**config.mk**
```make
export PLATFORM = sky130hd
export DESIGN_NAME = pipe_ctrl
export DESIGN_NICKNAME = d
export VERILOG_FILES = /design/src/rtl/pipe_ctrl.sv
export SDC_FILE = /design/constraint.sdc
export NUM_CORES = 1
export LEC_CHECK = 0
export ABC_AREA = 1
export BUFFER_PORTS_ARGS = -buffer_cell sky130_fd_sc_hd__buf_2
export CAP_MARGIN = 10
export CORE_ASPECT_RATIO = 0.8
export CORE_MARGIN = 10
export CORE_UTILIZATION = 45
export CTS_CLUSTER_DIAMETER = 80
export DETAILED_ROUTE_END_ITERATION = 10
export GPL_ROUTABILITY_DRIVEN = 0
export GPL_TIMING_DRIVEN = 0
export PLACE_DENSITY = 0.77
export SYNTH_ARGS = -nofsm -noshare
export SYNTH_HDL_FRONTEND = slang
export SYNTH_SLANG_ARGS = --single-unit
```
**constraint.sdc**
```tcl
create_clock -name clk -period 2.4 [get_ports clk]
set_input_delay 0.12 -clock clk [delete_from_list [all_inputs] [get_ports clk]]
set_output_delay 0.12 -clock clk [all_outputs]
set_load 0.01 [all_outputs]
```
**src/rtl/pipe_ctrl.sv**
```systemverilog
// pipe_ctrl: stall/flush controller for the 5-stage F/D/E/M/W pipeline.
//
// Detects the hazards forwarding cannot cover (load-use, branch operands resolved
// in D, HI/LO unit still busy), memory handshake stalls and exception flushes, and
// publishes per-stage stall/flush enables. Also sequences the multi-cycle MULT/DIV
// unit.
//
// Ports:
//   clk, resetn          clock, synchronous active-low reset
//   rsD, rtD             D-stage source registers
//   useRsD, useRtD       D instruction actually reads rs / rt
//   branchD              D instruction is a branch/JR resolved in D
//   rdE, regWriteE       E-stage destination and its write enable
//   memReadE             E instruction is a load
//   rdM, memReadM        M-stage destination, M instruction is a load
//   iBusy, dBusy         instruction / data request outstanding
//   mdStartE, mdIsDivE   E instruction is a mult/div, and whether it divides
//   mdUseD               D instruction touches HI/LO or the mult/div unit
//   excM                 exception/ERET committed in M
//   stallF..stallM       hold PC, F/D, D/E, E/M registers
//   flushD..flushW       clear F/D, D/E, E/M, M/W registers to a bubble
//   mdBusy, mdDone       HI/LO unit occupied, one-cycle completion pulse

module pipe_ctrl #(
  parameter int unsigned MUL_CYCLES = 4,
  parameter int unsigned DIV_CYCLES = 32,
  parameter int unsigned CNT_W      = 6
) (
  input  logic       clk,
  input  logic       resetn,
  input  logic [4:0] rsD,
  input  logic [4:0] rtD,
  input  logic       useRsD,
  input  logic       useRtD,
  input  logic       branchD,
  input  logic [4:0] rdE,
  input  logic       regWriteE,
  input  logic       memReadE,
  input  logic [4:0] rdM,
  input  logic       memReadM,
  input  logic       iBusy,
  input  logic       dBusy,
  input  logic       mdStartE,
  input  logic       mdIsDivE,
  input  logic       mdUseD,
  input  logic       excM,
  output logic       stallF,
  output logic       stallD,
  output logic       stallE,
  output logic       stallM,
  output logic       flushD,
  output logic       flushE,
  output logic       flushM,
  output logic       flushW,
  output logic       mdBusy,
  output logic       mdDone
);

  typedef enum logic {StIdle, StBusy} state_e;

  localparam logic [CNT_W-1:0] MulLoad = CNT_W'(MUL_CYCLES - 1);
  localparam logic [CNT_W-1:0] DivLoad = CNT_W'(DIV_CYCLES - 1);

  state_e           state_q;
  logic [CNT_W-1:0] cnt_q;

  logic mem_stall;
  logic load_use;
  logic br_haz;
  logic md_haz;
  logic stall_e;
  logic flush_e;
  logic md_start;

  // Hazard detection. Register 0 is hardwired, so it never creates a dependency.
  always_comb begin
    mem_stall = iBusy | dBusy;
    load_use  = memReadE && (rdE != 5'd0) &&
                ((useRsD && (rsD == rdE)) || (useRtD && (rtD == rdE)));
    br_haz    = branchD &&
                ((regWriteE && (rdE != 5'd0) && ((rsD == rdE) || (rtD == rdE))) ||
                 (memReadM && (rdM != 5'd0) && ((rsD == rdM) || (rtD == rdM))));
    md_haz    = mdUseD && (state_q == StBusy);
  end

  // Priority: memory stall freezes everything (excM is held by its source until
  // the stall clears), then exception flush, then the D-stage hazards.
  always_comb begin
    stallF = 1'b0;
    stallD = 1'b0;
    stallE = 1'b0;
    stallM = 1'b0;
    flushD = 1'b0;
    flushE = 1'b0;
    flushM = 1'b0;
    flushW = 1'b0;
    if (resetn) begin
      if (mem_stall) begin
        stallF = 1'b1;
        stallD = 1'b1;
        stallE = 1'b1;
        stallM = 1'b1;
        flushW = 1'b1;
      end else if (excM) begin
        flushD = 1'b1;
        flushE = 1'b1;
        flushM = 1'b1;
      end else if (load_use || br_haz || md_haz) begin
        stallF = 1'b1;
        stallD = 1'b1;
        flushE = 1'b1;
      end
    end
  end

  always_comb begin
    stall_e  = mem_stall;
    flush_e  = !mem_stall && (excM || load_use || br_haz || md_haz);
    md_start = mdStartE && !stall_e && !flush_e && !excM;
    mdBusy   = resetn && (state_q == StBusy);
    mdDone   = resetn && (state_q == StBusy) && (cnt_q == '0);
  end

  // Mult/div sequencer. The counter keeps running through memory stalls and an
  // exception does not abort it: the op belongs to an older instruction.
  always_ff @(posedge clk) begin
    if (!resetn) begin
      state_q <= StIdle;
      cnt_q   <= '0;
    end else begin
      unique case (state_q)
        StIdle: begin
          if (md_start) begin
            state_q <= StBusy;
            cnt_q   <= mdIsDivE ? DivLoad : MulLoad;
          end
        end
        StBusy: begin
          // A stray mdStartE here is ignored.
          if (cnt_q == '0) begin
            state_q <= StIdle;
          end else begin
            cnt_q <= cnt_q - CNT_W'(1);
          end
        end
      endcase
    end
  end

endmodule

```
==> impl_metrics.ini, run 1 <==
[hold_path]
hp-class = in -> reg
min_to = cnt_q[2]
worstHoldStart = resetn
holdPathStages = 3

[critical_path]
slowest_delay_ns = 0.24
path_max_fanout = 4
rrSetupSlack_ns = 0.87
crit_path_end_kind = primary output
worst_r2r_path_depth = 8
cp_cell_sequence = buf_2 -> nor3_1 -> nand3_1 -> nand2_1 -> inv_1 -> nand2_1 -> nand2_1 -> nand2_2 -> nand2_1 -> o21ai_1 -> a21oi_1 -> buf_4 -> buf_2
r2r_end = cnt_q[0]
cp_data_arrival_time_ns = 1.46
required_ns = 2.28
cpMostUsedCell = nand2_1
path_class = in -> out
reg2reg_from = cnt_q[0]
critPathLaunchType = primary input
slowest_stage = nor3_1
crit_family = simple AND/OR/NAND/NOR gates
cp_num_buf_inv = 4

[clocking]
clk_path_buf_depth = 2
cts_setup_buffers = 0
path_clk_slew_ns = 0.05
ctsResizeCount = 0
numCtsBuffers = 3
htree_levels = 1
insertion_delay_ns = 0.26
cts_num_sinks = 7
cts_root_buf = clkbuf_4
tritoncts = built
cts_hold_buf = 0

[synthesis]
synth-seq-cells = 7
syn-num-nets = 216
synth_cell_types = 22
syn_inst = 181
ys_warn_count = 0
synth-seq-area-share = 0.147
async_reset_ff_frac = 0
synth-edff-count = 0
synth_area_um2 = 951
yosys_most_used_dff = dfxtp_1
syn_area_per_cell_um2 = 5.25

[finish]
final_cells = 252
final_nets = 264
final_cell_mix = nand2_1 (63), buf_2 (44), inv_1 (32)
mostFrequentLayoutCell = nand2_1
antenna_cells = 0
finish.utilization = 0.629
drive_gt1_frac = 0.285
final_area_um2 = 1220
syn_to_final_growth_pct = 28.6

[place]
place_area_um2 = 1200
place_inst = 248
dp_slack_ns = 0.834
portBuffers = 43
dp_hpwl_mm = 2.36

[global_route]
grt-ovfl-total = 0
grt_pass1_vias = 1077
grt_pass1_wl_mm = 4.34
track_usage = 0.118
antenna_found_initial = 0
grt_max_degree = 11

[sta]
max_freq_mhz = 633
fin_setup_tns_ns = 0
setup_slack_ns = 0.820
slew_headroom = 0.834
fin_crit_sh = 0.658
worstMarginPinSlew_ns = 0.246
skew_ns = 0.00230
setup_viol = 0
rsz0062_at_grt = no
slew_viol_final = 0
hold_viol_final = 0
min_period_ns = 1.58

[die]
die_area_um2 = 4360
rows = 14
ios = 44
initial_core_util = 0.489
die_h_um = 61.1
die_width_um = 71.4
core_um2 = 1940

[detailed_routing]
vias = 1157
wl_per_cell_um = 10.7
route.detailed.drc = 0
drt.antenna.violating_nets = 0
drt_wl_total_mm = 2.69
drtPass1Iterations = 4
via_per_inst = 4.59
first_iter_violations = 50

[job]
cap_violations = 0

[power_and_ir_drop]
p_per_area_nw_per_um2 = 328
leakage_nw = 0.802
peakVddDrop_mv = 0.253

[run_status]
status = finished clean
## how the worst max path moves through the flow
stage                     startpoint  endpoint  slack, ns  cells past startpoint
after global routing          rdE[2]    stallF       0.64                     15
after floorplan             cnt_q[0]  cnt_q[0]       1.07                      8
after global placement        rdE[2]    stallF       0.84                     13
after CTS                   cnt_q[0]    mdDone       0.83                      7
after detailed placement      rtD[3]    stallF       0.83                     13
final                         rdE[2]    stallF       0.82                     13
## sequential cells by signal (all words and copies together), names as in the netlist
signal,flops
cnt_q,6
state_q,1
## final cells by class
cell class                      count  area [um^2]
Fill cell                         177          722
Multi-Input combinational cell    132          637
Timing Repair Buffer               43          215
Sequential cell                     7          140
Inverter                           37          139
Buffer                              5         35.0
Tap cell                           24         30.0
Clock buffer                        4         26.3
## synthesized netlist by cell type, types with 2 or more instances
cell type	n	share of area
dfxtp_1	7	0.15
buf_4	4	0.032
nor2_1	20	0.079
nor2_2	2	0.013
xor2_1	5	0.046
nand3_1	15	0.079
nand4_1	2	0.013
inv_2	5	0.020
o21ai_1	2	0.011
o21ai_0	2	0.011
inv_1	32	0.13
nand2_1	63	0.25
nand2_2	3	0.020
xnor2_1	4	0.037
a21oi_1	6	0.032
nor3_1	3	0.016
## tightest hold or removal path, stage by stage
cell	delay, ns
buf_2	0.15
nand2_1	0.07
nor2_1	0.03
## metrics by stage
step | total power [mW] | hold slack, ns
6_report | 0.401 | 0.160
5_1_grt | 0.437 | 0.156
4_1_cts | 0.407 | 0.148
3_5_place_dp | 0.294 | 0.423
3_3_place_gp | 0.287 | 0.420
2_1_floorplan | 0.230 | 0.241
## routing by layer
metal,vias to the layer above,GRT usage,part of all wire
met2,30,0.220,0.50
met4,0,0.0165,0.0045
met5,-,0,0
met3,2,0.0482,0.088
li1,634,-,-
met1,491,0.127,0.41
## cell families (layout without fill, tap and decap cells)
logic type,count (synthesis),count (layout),share of synthesized area
simple gates,111,111,0.512
xor+xnor,9,9,0.0829
fa+ha+maj,1,1,0.0132
flops,7,7,0.147
compound gates,11,11,0.0618
buf+inv,42,89,0.183
## where the power goes
group / total [mW] / internal, mW / switching (mW)
registers: 0.124 / 0.121 / 0.00279
clock network: 0.110 / 0.0636 / 0.0460
logic: 0.167 / 0.0714 / 0.0960
total: 0.401 / 0.256 / 0.145
(Power assumes the default switching activity.)
==> inputs of run 2 (changes only) <==
Settings changed: ABC_AREA 1 to 0, CORE_UTILIZATION 45 to 44, PLACE_DENSITY 0.77 to 0.79.
Clock period 2.4 ns to 1.7 ns, I/O delays scaled along.
==> run 2 against run 1 <==
Net effect: the flow now finishes with violations (setup timing); largest cell class unchanged; global-route usage rose by 2.0 points; clock skew barely moved; cell count fell by 27%; combinational power rose by 56%; final area fell by 0.10%; synthesized area fell by 16%; first-iteration DRC count fell by 46%; sequential share of layout area rose by 0.22 points; highest routed layer unchanged.
==> impl_metrics.ini, run 2 <==
[clocking]
numCtsBuffers = 3
insertion_delay_ns = 0.26
cts_num_sinks = 7
htree_levels = 1
tritoncts = built
clk_path_buf_depth = 2
cts_hold_buf = 0
path_clk_slew_ns = 0.06
cts_root_buf = clkbuf_4

[synthesis]
muxShareOfSynthArea = 0
synth_top_family_by_area = simple AND/OR/NAND/NOR gates
synthSimpleGateAreaFrac = 0.286
syn_area_per_cell_um2 = 7.52
synth-seq-cells = 7
syn_inst = 106
synthAdderAreaFrac = 0.0157
yosysTopAreaCell = xnor2_1
synth_compound_area_frac = 0.188
syn-num-nets = 141
synth_area_um2 = 797
ys_top_cells_by_count = xnor2_1 (22), nand2_1 (11), nor2_1 (9)
async_reset_ff_frac = 0
yosys_most_used_dff = dfxtp_1
synth_cell_types = 36
post_synth_xor_area_fraction = 0.242
yosysMostFrequentCell = xnor2_1
synth-edff-count = 0
synth.area.top_cells = xnor2_1 (24%), dfxtp_1 (18%), nand2_1 (5.2%)
ys_warn_count = 0
synth-seq-area-share = 0.176
synth_top_area_share = 0.242

[detailed_routing]
drt_wl_total_mm = 2.73
vias = 967
drt.antenna.violating_nets = 0
route.detailed.drc = 0
first_iter_violations = 27
wl_per_cell_um = 14.9
via_per_inst = 5.26
drtPass1Iterations = 4

[critical_path]
required_ns = 1.62
cp_data_arrival_time_ns = 1.69
critPathLaunchType = primary input
crit_path_end_kind = primary output
path_max_fanout = 2
path_class = in -> out

[finish]
reg.largest.list = cnt_q (6), state_q (1)
syn_to_final_growth_pct = 53.2
largest_reg_flops = 6
final_cell_mix = buf_2 (40), xnor2_1 (22), buf_4 (13)
regMostFlops = cnt_q
final_cells = 184
nFillCells = 129
final_nets = 198
drive_gt1_frac = 0.488
antenna_cells = 0
mostFrequentLayoutCell = buf_2

[sta]
setup_viol = 4
fin_crit_sh = 1.04
fin_setup_tns_ns = -0.107
rsz0062_at_grt = yes
min_period_ns = 1.77
setup_slack_ns = -0.0701
skew_ns = 0.00229
worstMarginPinSlew_ns = 0.379
hold_viol_final = 0
slew_viol_final = 0
slew_headroom = 0.747
max_freq_mhz = 565

[place]
place_inst = 171
portBuffers = 43
dp_hpwl_mm = 2.11

[global_route]
grt_max_degree = 11
grt-ovfl-total = 0
track_usage = 0.138
grt_pass1_vias = 955
antenna_found_initial = 0
grt_pass1_wl_mm = 4.32

[power_and_ir_drop]
swShare = 0.333
p_switching_mw = 0.200
peakVddDrop_mv = 0.331
p_per_area_nw_per_um2 = 492
leakage_nw = 0.541
clock_power_share = 0.272
p_seq_frac = 0.297
p_comb_frac = 0.432
cellInternalPower_mw = 0.401

[die]
die_width_um = 67.6
core_um2 = 1680
initial_core_util = 0.476
die_h_um = 58.1
die_area_um2 = 3920
rows = 13
ios = 44

[run_status]
failed_checks = setup timing
status = complete, but fails checks

[hold_path]
hp-class = in -> reg

[job]
cap_violations = 0
run 2: cell count changes after synthesis, moves of 3 or more:
cell,delta
nand2_2,-3
xor2_1,-5
xnor2_1,+18
a21oi_1,-3
nor2_1,-11
nand3_1,-9
inv_1,-25
nand2_1,-52
inv_2,-5
run 2: final cells by class:
type / instances / area (um^2) / area share
clock buffers: 4 / 26.3 / 0.0215
flip-flops and latches: 7 / 143 / 0.117
inverters: 7 / 28.8 / 0.0236
multi-input cells: 86 / 647 / 0.530
plain buffers: 6 / 47.5 / 0.0389
well taps: 22 / 27.5 / 0.0225
repair buffers: 52 / 302 / 0.247
run 2: power by group through the flow:
stage / combinational [mW] / sequential [mW] / clock [mW]
2_1_floorplan: 0.130 / 0.178 / 0
3_3_place_gp: 0.208 / 0.179 / 0
3_5_place_dp: 0.214 / 0.179 / 0
4_1_cts: 0.251 / 0.178 / 0.163
5_1_grt: 0.280 / 0.179 / 0.177
6_report: 0.260 / 0.178 / 0.163
run 2: worst max-delay path: stages:
cell,delay [ns]
buf_6,0.09
or3_1,0.36
o311a_1,0.32
a22oi_2,0.26
nand2_1,0.09
a21oi_2,0.14
o21bai_1,0.09
buf_4,0.14
buf_6,0.11
run 2: timing repair:
item / 4_1_cts / 5_1_grt
endpoints found under the setup margin: 11 / 10
endpoints found under the hold margin: 0 / 0
setup buffers: 5 / 4
gates resized for setup: 17 / 7
pin swaps: 11 / 13
run 2: cells by family after synthesis:
family                   after synthesis
AO/OA/AOI/OAI                         20
XOR/XNOR                              22
adder cells (fa/ha/maj)                1
buffers and inverters                 13
flip-flops                             7
AND/OR/NAND/NOR                       43
run 2: final timing paths:
check             startpoint        to  slack (ns)  cells after the start
setup / recovery      rdM[2]    stallF       -0.07                      9
hold / removal        resetn  cnt_q[2]        0.17                      3
setup reg to reg    cnt_q[1]  cnt_q[2]       -0.02                      9
hold reg to reg     cnt_q[1]  cnt_q[1]        0.56                      2
run 2: per-layer routing:
layer	routed length, um	track usage	vias to the layer above
met1	1250	0.169	452
met5	0	0	-
met4	63	0.0526	0
met3	126	0.0403	7
li1	-	-	477
met2	1300	0.218	31
run 2: metrics by stage:
step / utilization / power [mW] / setup WS [ns] / instance area (um^2) / hold slack [ns]
finish: 0.729 / 0.601 / -0.0701 / 1220 / 0.172
global route: 0.729 / 0.636 / -0.132 / 1220 / 0.164
CTS: 0.701 / 0.591 / -0.0847 / 1170 / 0.128
detailed placement: 0.628 / 0.393 / -0.181 / 1050 / 0.410
global placement: 0.628 / 0.387 / -0.147 / 1050 / 0.401
floorplan: - / 0.308 / 0.00480 / 810 / 0.265
